**config.mk**
```make
export PLATFORM = sky130hd
export DESIGN_NAME = bcd_down_timer_flat
export DESIGN_NICKNAME = d
export VERILOG_FILES = /design/src/rtl/bcd_down_timer_pkg.sv /design/src/rtl/bcd_down_timer_if.sv /design/src/rtl/bcd_down_timer_mod10dcnt.sv /design/src/rtl/bcd_down_timer.sv /design/src/flat_wrapper.sv
export SDC_FILE = /design/constraint.sdc
export NUM_CORES = 1
export LEC_CHECK = 0
export ABC_AREA = 1
export CAP_MARGIN = 25
export CORE_MARGIN = 4
export CORE_UTILIZATION = 25
export DETAILED_ROUTE_END_ITERATION = 8
export SYNTH_ARGS = -nofsm -noshare
export SYNTH_HDL_FRONTEND = slang
export SYNTH_SLANG_ARGS = --single-unit
```
**constraint.sdc**
```tcl
create_clock -name i_clk -period 3.1 [get_ports i_clk]
set_input_delay 0.31 -clock i_clk [delete_from_list [all_inputs] [get_ports i_clk]]
set_output_delay 0.31 -clock i_clk [all_outputs]
set_load 0.05 [all_outputs]
```
**src/rtl/bcd_down_timer_pkg.sv**
```systemverilog
// Shared constants for the BCD countdown timer: FSM state codes, digit width
// and the saturating digit clamp used by every decade on load.
package bcd_down_timer_pkg;

  localparam int         DIGIT_W = 4;
  localparam logic [3:0] BCD_MAX = 4'd9;

  localparam logic [1:0] ST_IDLE = 2'd0;
  localparam logic [1:0] ST_RUN  = 2'd1;
  localparam logic [1:0] ST_DONE = 2'd2;

  function automatic logic [DIGIT_W-1:0] bcd_sat(input logic [DIGIT_W-1:0] d);
    return (d > BCD_MAX) ? BCD_MAX : d;
  endfunction

endpackage

```
**src/rtl/bcd_down_timer_if.sv**
```systemverilog
// Command/status bundle between the timer controller and the countdown block.
interface bcd_down_timer_if #(parameter int DIGITS = 4);

  logic                  ce;
  logic                  ld;
  logic [4*DIGITS-1:0]   d;
  logic                  start;
  logic                  stop;
  logic [4*DIGITS-1:0]   q;
  logic                  run;
  logic                  done;
  logic                  tc;

  modport master (output ce, ld, d, start, stop, input q, run, done, tc);
  modport slave  (input ce, ld, d, start, stop, output q, run, done, tc);

endinterface

```
**src/rtl/bcd_down_timer_mod10dcnt.sv**
```systemverilog
// Single BCD decade down-counter with saturating load and borrow-out.
module mod10dcnt
  import bcd_down_timer_pkg::*;
(
  input  logic               i_clk,
  input  logic               i_rst,
  input  logic               i_ld,
  input  logic [DIGIT_W-1:0] i_d,
  input  logic               i_bi,
  output logic [DIGIT_W-1:0] o_q,
  output logic               o_bo
);

  logic [DIGIT_W-1:0] r_q;

  always_ff @(posedge i_clk or posedge i_rst) begin
    if (i_rst) begin
      r_q <= '0;
    end else if (i_ld) begin
      r_q <= bcd_sat(i_d);
    end else if (i_bi) begin
      r_q <= (r_q == '0) ? BCD_MAX : (r_q - 4'd1);
    end
  end

  assign o_q  = r_q;
  assign o_bo = i_bi & (r_q == '0);

endmodule

```
**src/rtl/bcd_down_timer.sv**
```systemverilog
// Multi-digit BCD countdown timer: decade chain plus IDLE/RUN/DONE control,
// with a combinational terminal-count strobe on the final decrement.
module bcd_down_timer
  import bcd_down_timer_pkg::*;
#(
  parameter int DIGITS = 4
)(
  input  logic                i_clk,
  input  logic                i_rst,
  bcd_down_timer_if.slave     bus
);

  logic [1:0]          r_state;
  logic [1:0]          w_next;
  logic [DIGITS:0]     w_borrow;
  logic [4*DIGITS-1:0] w_q;
  logic                w_zero;
  logic                w_one;
  logic                w_unused;

  assign w_borrow[0] = (r_state == ST_RUN) & bus.ce & ~bus.stop & ~bus.ld;

  for (genvar g = 0; g < DIGITS; g++) begin : g_digit
    mod10dcnt u_dig (
      .i_clk (i_clk),
      .i_rst (i_rst),
      .i_ld  (bus.ld),
      .i_d   (bus.d[g*DIGIT_W +: DIGIT_W]),
      .i_bi  (w_borrow[g]),
      .o_q   (w_q[g*DIGIT_W +: DIGIT_W]),
      .o_bo  (w_borrow[g+1])
    );
  end

  // The top decade's borrow can only fire on underflow, which the FSM prevents.
  assign w_unused = w_borrow[DIGITS];

  assign w_zero = (w_q == '0);
  assign w_one  = (w_q == {{(4*DIGITS-1){1'b0}}, 1'b1});

  always_comb begin
    w_next = r_state;
    if (bus.ld) begin
      w_next = ST_IDLE;
    end else begin
      case (r_state)
        ST_IDLE: if (!bus.stop && bus.start && !w_zero) w_next = ST_RUN;
        ST_RUN: begin
          if (bus.stop)              w_next = ST_IDLE;
          else if (bus.ce && w_one)  w_next = ST_DONE;
        end
        ST_DONE: w_next = ST_DONE;
        default: w_next = ST_IDLE;
      endcase
    end
  end

  always_ff @(posedge i_clk or posedge i_rst) begin
    if (i_rst) r_state <= ST_IDLE;
    else       r_state <= w_next;
  end

  assign bus.q    = w_q;
  assign bus.run  = (r_state == ST_RUN);
  assign bus.done = (r_state == ST_DONE);
  assign bus.tc   = (r_state == ST_RUN) & bus.ce & ~bus.ld & ~bus.stop & w_one;

endmodule

```
**src/flat_wrapper.sv**
```systemverilog
// flat-port wrapper written by rule: the top's interface ports become plain ports
module bcd_down_timer_flat import bcd_down_timer_pkg::*;
#(
  parameter int DIGITS = 4
)
  (i_clk, i_rst, bus_ce, bus_ld, bus_d, bus_start, bus_stop, bus_q, bus_run, bus_done, bus_tc);
  bcd_down_timer_if #(.DIGITS(DIGITS)) bus_i ();
  input  logic i_clk;
  input  logic i_rst;
  input wire logic [$bits(bus_i.ce)-1:0] bus_ce;
  input wire logic [$bits(bus_i.ld)-1:0] bus_ld;
  input wire logic [$bits(bus_i.d)-1:0] bus_d;
  input wire logic [$bits(bus_i.start)-1:0] bus_start;
  input wire logic [$bits(bus_i.stop)-1:0] bus_stop;
  output wire logic [$bits(bus_i.q)-1:0] bus_q;
  output wire logic [$bits(bus_i.run)-1:0] bus_run;
  output wire logic [$bits(bus_i.done)-1:0] bus_done;
  output wire logic [$bits(bus_i.tc)-1:0] bus_tc;
  assign bus_i.ce = bus_ce;
  assign bus_i.ld = bus_ld;
  assign bus_i.d = bus_d;
  assign bus_i.start = bus_start;
  assign bus_i.stop = bus_stop;
  assign bus_q = bus_i.q;
  assign bus_run = bus_i.run;
  assign bus_done = bus_i.done;
  assign bus_tc = bus_i.tc;
  bcd_down_timer #(.DIGITS(DIGITS)) u_core (.i_clk(i_clk), .i_rst(i_rst), .bus(bus_i));
endmodule
```
* Word-level counts from Yosys, hierarchy flattened
Index checks and enable logic that the tools add are counted. W data, S select, Z words.
Storage, ports and cells: register bits after elaboration 18, input port bits 22, output and inout port bits 19, logic and storage cells 66
Cells by class: add/sub/neg operators 4, order comparisons 4, equality and inequality tests 5, muxes and demuxes 21, bitwise logic cells 11, reductions and logical operators 16
Operators by type and width (number):
- $mux W4 | 16
- $eq A16 B1 Y1 const B | 1
- $gt A4 B4 Y1 const B | 4
- $logic_not A16 Y1 | 1
- $logic_not A4 Y1 | 4
- $sub A4 B1 Y4 const B | 4
- $and A1 B1 Y1 | 9
- $mux W2 | 4
- $reduce_bool A2 Y1 | 4
- $pmux W2 S3 | 1
- $ne A4 B3 Y1 const B | 1
- $logic_and A1 B1 Y1 | 3
- $ne A3 B2 Y1 const B | 1
- $eq A2 B1 Y1 const B | 1
- $eq A2 B2 Y1 const B | 1
- $logic_not A1 Y1 | 2
- $logic_not A2 Y1 | 1
- $not A1 Y1 | 2
- $reduce_and A2 Y1 | 1

* Depth between registers and ports, before layout
depth after elaboration 9, mapped depth 9, gate-level depth less buffers 9

* Modules after synthesis
From an unflattened synthesis, not the netlist that was laid out.
Unflattened totals: cell total of the unflattened synthesis 223, area total of the unflattened synthesis 1350.0 µm²
Modules (own cells, without submodules):
- mod10dcnt | instances 4, cells each 44, area an instance 275.3 µm², sequential area each 100.1 µm²
- bcd_down_timer | instances 1, cells each 47, area an instance 249.0 µm², sequential area each 50.0 µm²

* Worst setup path after synthesis
Ideal clock, no wire load.
path kind flip-flop to output port, start point register u_core.g_digit[2].u_dig.r_q[0], end point output bus_tc, arrival 2.184 ns, data required time 2.790 ns, setup slack 0.606 ns, stages on the path, launching flop included 6, path buffers 0, cell sequence dfrtp_1 > nor2_1 > nand2_1 > nor2_1 > nand3_1 > nor3_1
Between the ends: longest elaborated chain between the ends 2
RTL lines:
- from (decl) | line bcd_down_timer_mod10dcnt.sv:14 | logic [DIGIT_W-1:0] r_q;
- from (signal assigned) | line bcd_down_timer_mod10dcnt.sv:20 | r_q <= bcd_sat(i_d);
- from (signal assigned) | line bcd_down_timer_mod10dcnt.sv:22 | r_q <= (r_q == '0) ? BCD_MAX : (r_q - 4'd1);
- $eq A16 B1 Y1 | line bcd_down_timer.sv:39 | assign w_one = (w_q == {{(4*DIGITS-1){1'b0}}, 1'b1});
- $and A1 B1 Y1 | line bcd_down_timer.sv:66 | assign bus.tc = (r_state == ST_RUN) & bus.ce & ~bus.ld & ~bus.stop & w_one;
- to (decl) | line flat_wrapper.sv:18 | output wire logic [$bits(bus_i.tc)-1:0] bus_tc;
No other way between the ends.

* Worst setup path after layout
Same ends and word-level chain as after synthesis.

==> flow_summary.ini <==
[setup_path]
cp_max_fo = 4
reg2reg_depth = 8
startpoint_type = flop
worst_ep_arrival_time_ns = 2.28
cp.required_ns = 2.79
crit_path_start = u_core.g_digit[2].u_dig.o_q[0]
critPathKind = flop to output port
end_kind = output port
reg2reg_from = u_core.g_digit[2].u_dig.o_q[0]

[timing]
hold_viol = 0
setup-violations-final = 0
layout_min_cycle_time_ns = 2.59
slew_viol_final = 0
totalNegativeSetupSlack_ns = 0
fmax_mhz = 387
slew_headroom_pct = 51.1
rsz0062_at_grt = no
worstMarginPinSlew_ns = 0.733
finalCritPeriodShare_pct = 83.4
clock-skew-final_ns = 0.00496

[finish]
regArea_um2 = 450
nFillCells = 588
finalInstanceArea_mm2 = 0.00182
final_cell_mix = nand2_1, clkdlybuf4s50_1, nor2_1, inv_1, dfrtp_1
area_growth_pct = 39.5
utilization_pct = 35.9
nets = 261
antennaDiodeCount = 0
drive_above_1_share_pct = 9.70
multi_input_area_um2 = 742
layout_commonest_cell = nand2_1

[grt]
grt_max_degree = 27
grt_pass1_wl_um = 5880
grt_use_total_pct = 11.4
grt_pass1_vias = 1308
overflow = 0
grt_antenna_before_repair = 0

[floorplanning]
fp-row-count = 26
start_util_pct = 25.7
num_io_pins = 41
die_h_um = 80.3
core_area_mm2 = 0.00507
die_w_um = 80.3
die_area_mm2 = 0.00645

[synth]
synth_nets = 218
yosysWarnings = 0
ys_seq_elements = 18
synth_cell_type_count = 25
ys_seq_area_share_pct = 34.5
synth_top_area_share_pct = 34.5
synthCells = 196
avgSynthCellArea_um2 = 6.66
synth_area_mm2 = 0.00131
ys_top_cells_by_area = dfrtp_1, nand2_1, nor2_1, inv_1, nand3_1
yosys.area.top_type = dfrtp_1

[pwr]
leakage_nw = 0.896
power_density_mw_per_mm2 = 553
seq_power_share_pct = 33.2
combPwrFrac_pct = 50.0
max-vdd-ir-drop_mv = 0.245
p_int_mw = 0.542
p_sw_share_pct = 46.2
power_frac_clock_pct = 16.8
p_switching_mw = 0.466

[routing]
remaining_drc_errors = 0
drtIter0Drc = 29
vias = 1338
wire_per_inst_um = 10.8
drt_first_pass_iters = 4
routed_wl_um = 3310
antenna_left = 0
via_per_inst = 4.36

[clock_network]
numCtsBuffers = 3
postCtsSetupRepairBufs = 0
clock_sinks = 18
htree_levels = 1
clock_path_buffers = 2
cts_tree = yes
clk_transition_reported_paths_ns = 0.07
clock_latency_ns = 0.26
clockRootBuffer = clkbuf_8
postCtsHoldBufs = 0
cts_resized = 0

[status]
status = finished clean

[min_path]
min_path_type = input port to async pin

[placement]
hpwl_um = 2590
port_buffers = 40
routabilityCongestion = 0.782
place_area_mm2 = 0.00178

[job]
drv_cap = 0
[Yosys cell counts, drive strengths merged]
cell type	instances
o31ai	2
inv	24
nor2	29
o2bb2ai	1
a21oi	4
nand3b	1
o211ai	1
dfrtp	18
nand3	16
a22oi	1
nor3	2
o21ai	14
buf	3
nand2	79
o22ai	1
[cell type report]
cell class,instances,share of cell area (%)
Inverter,24,5.08
Timing Repair Buffer,41,22.4
Clock buffer,3,2.27
Sequential cell,18,24.7
Tap cell,70,4.81
Multi-Input combinational cell,151,40.7
[state kept, by name (all words and copies together) (netlist names)]
| signal | count |
|---|---|
| u_core.g_digit.u_dig.o_q | 16 |
| u_core.r_state | 2 |
[worst paths after layout]
kind | slack [ns] | endpoint
setup reg to reg | 1.73 | u_core.r_state[0]
max in group asynchronous | 2.16 | u_core.g_digit[0].u_dig.o_q[0]
setup / recovery | 0.51 | bus_tc
hold reg to reg | 0.50 | u_core.g_digit[2].u_dig.o_q[1]
hold / removal | 0.47 | u_core.g_digit[2].u_dig.o_q[1]
min in group i_clk | 0.50 | u_core.g_digit[2].u_dig.o_q[1]
[worst max-delay path, cell delays in order, from the launching register on]
cell             delay (ns)
dfrtp_1                0.41
nor2_1                 0.19
nand2_1                0.13
nor2_1                 0.19
nand3_1                0.11
nor3_1                 0.15
clkdlybuf4s50_1        0.83
[stage by stage]
step                worst slack [ns]  cells  hold slack (ns)  power (mW)
global placement               0.718    304            0.485       0.845
floorplan                      0.606    196            0.249       0.680
detailed placement             0.689    304            0.500       0.847
finish                         0.515    307            0.473        1.01
global route                   0.365    307            0.543        1.08
CTS                            0.491    307            0.509        1.02
[power groups by stage]
stage	Sequential [mW]	Clock (mW)	Combinational, mW
2_1_floorplan	0.480	0	0.200
3_3_place_gp	0.338	0	0.507
3_5_place_dp	0.339	0	0.508
4_1_cts	0.335	0.174	0.509
5_1_grt	0.346	0.184	0.550
6_report	0.335	0.170	0.504
[metal layers]
layer,GRT usage (%),up-vias,wire length (um)
met3,2.47,4,200
met1,15.4,606,1550
met5,0,-,0
li1,-,698,-
met4,3.55,0,27
met2,17.9,30,1520
[logic make-up after synthesis]
| logic type | Yosys count | share of synthesized area, % |
|---|---|---|
| AO/OA/AOI/OAI | 24 | 10.8 |
| buffers and inverters | 27 | 8.72 |
| flip-flops | 18 | 34.5 |
| AND/OR/NAND/NOR | 127 | 46.0 |
Note: power is estimated with default switching activity, not from simulation.
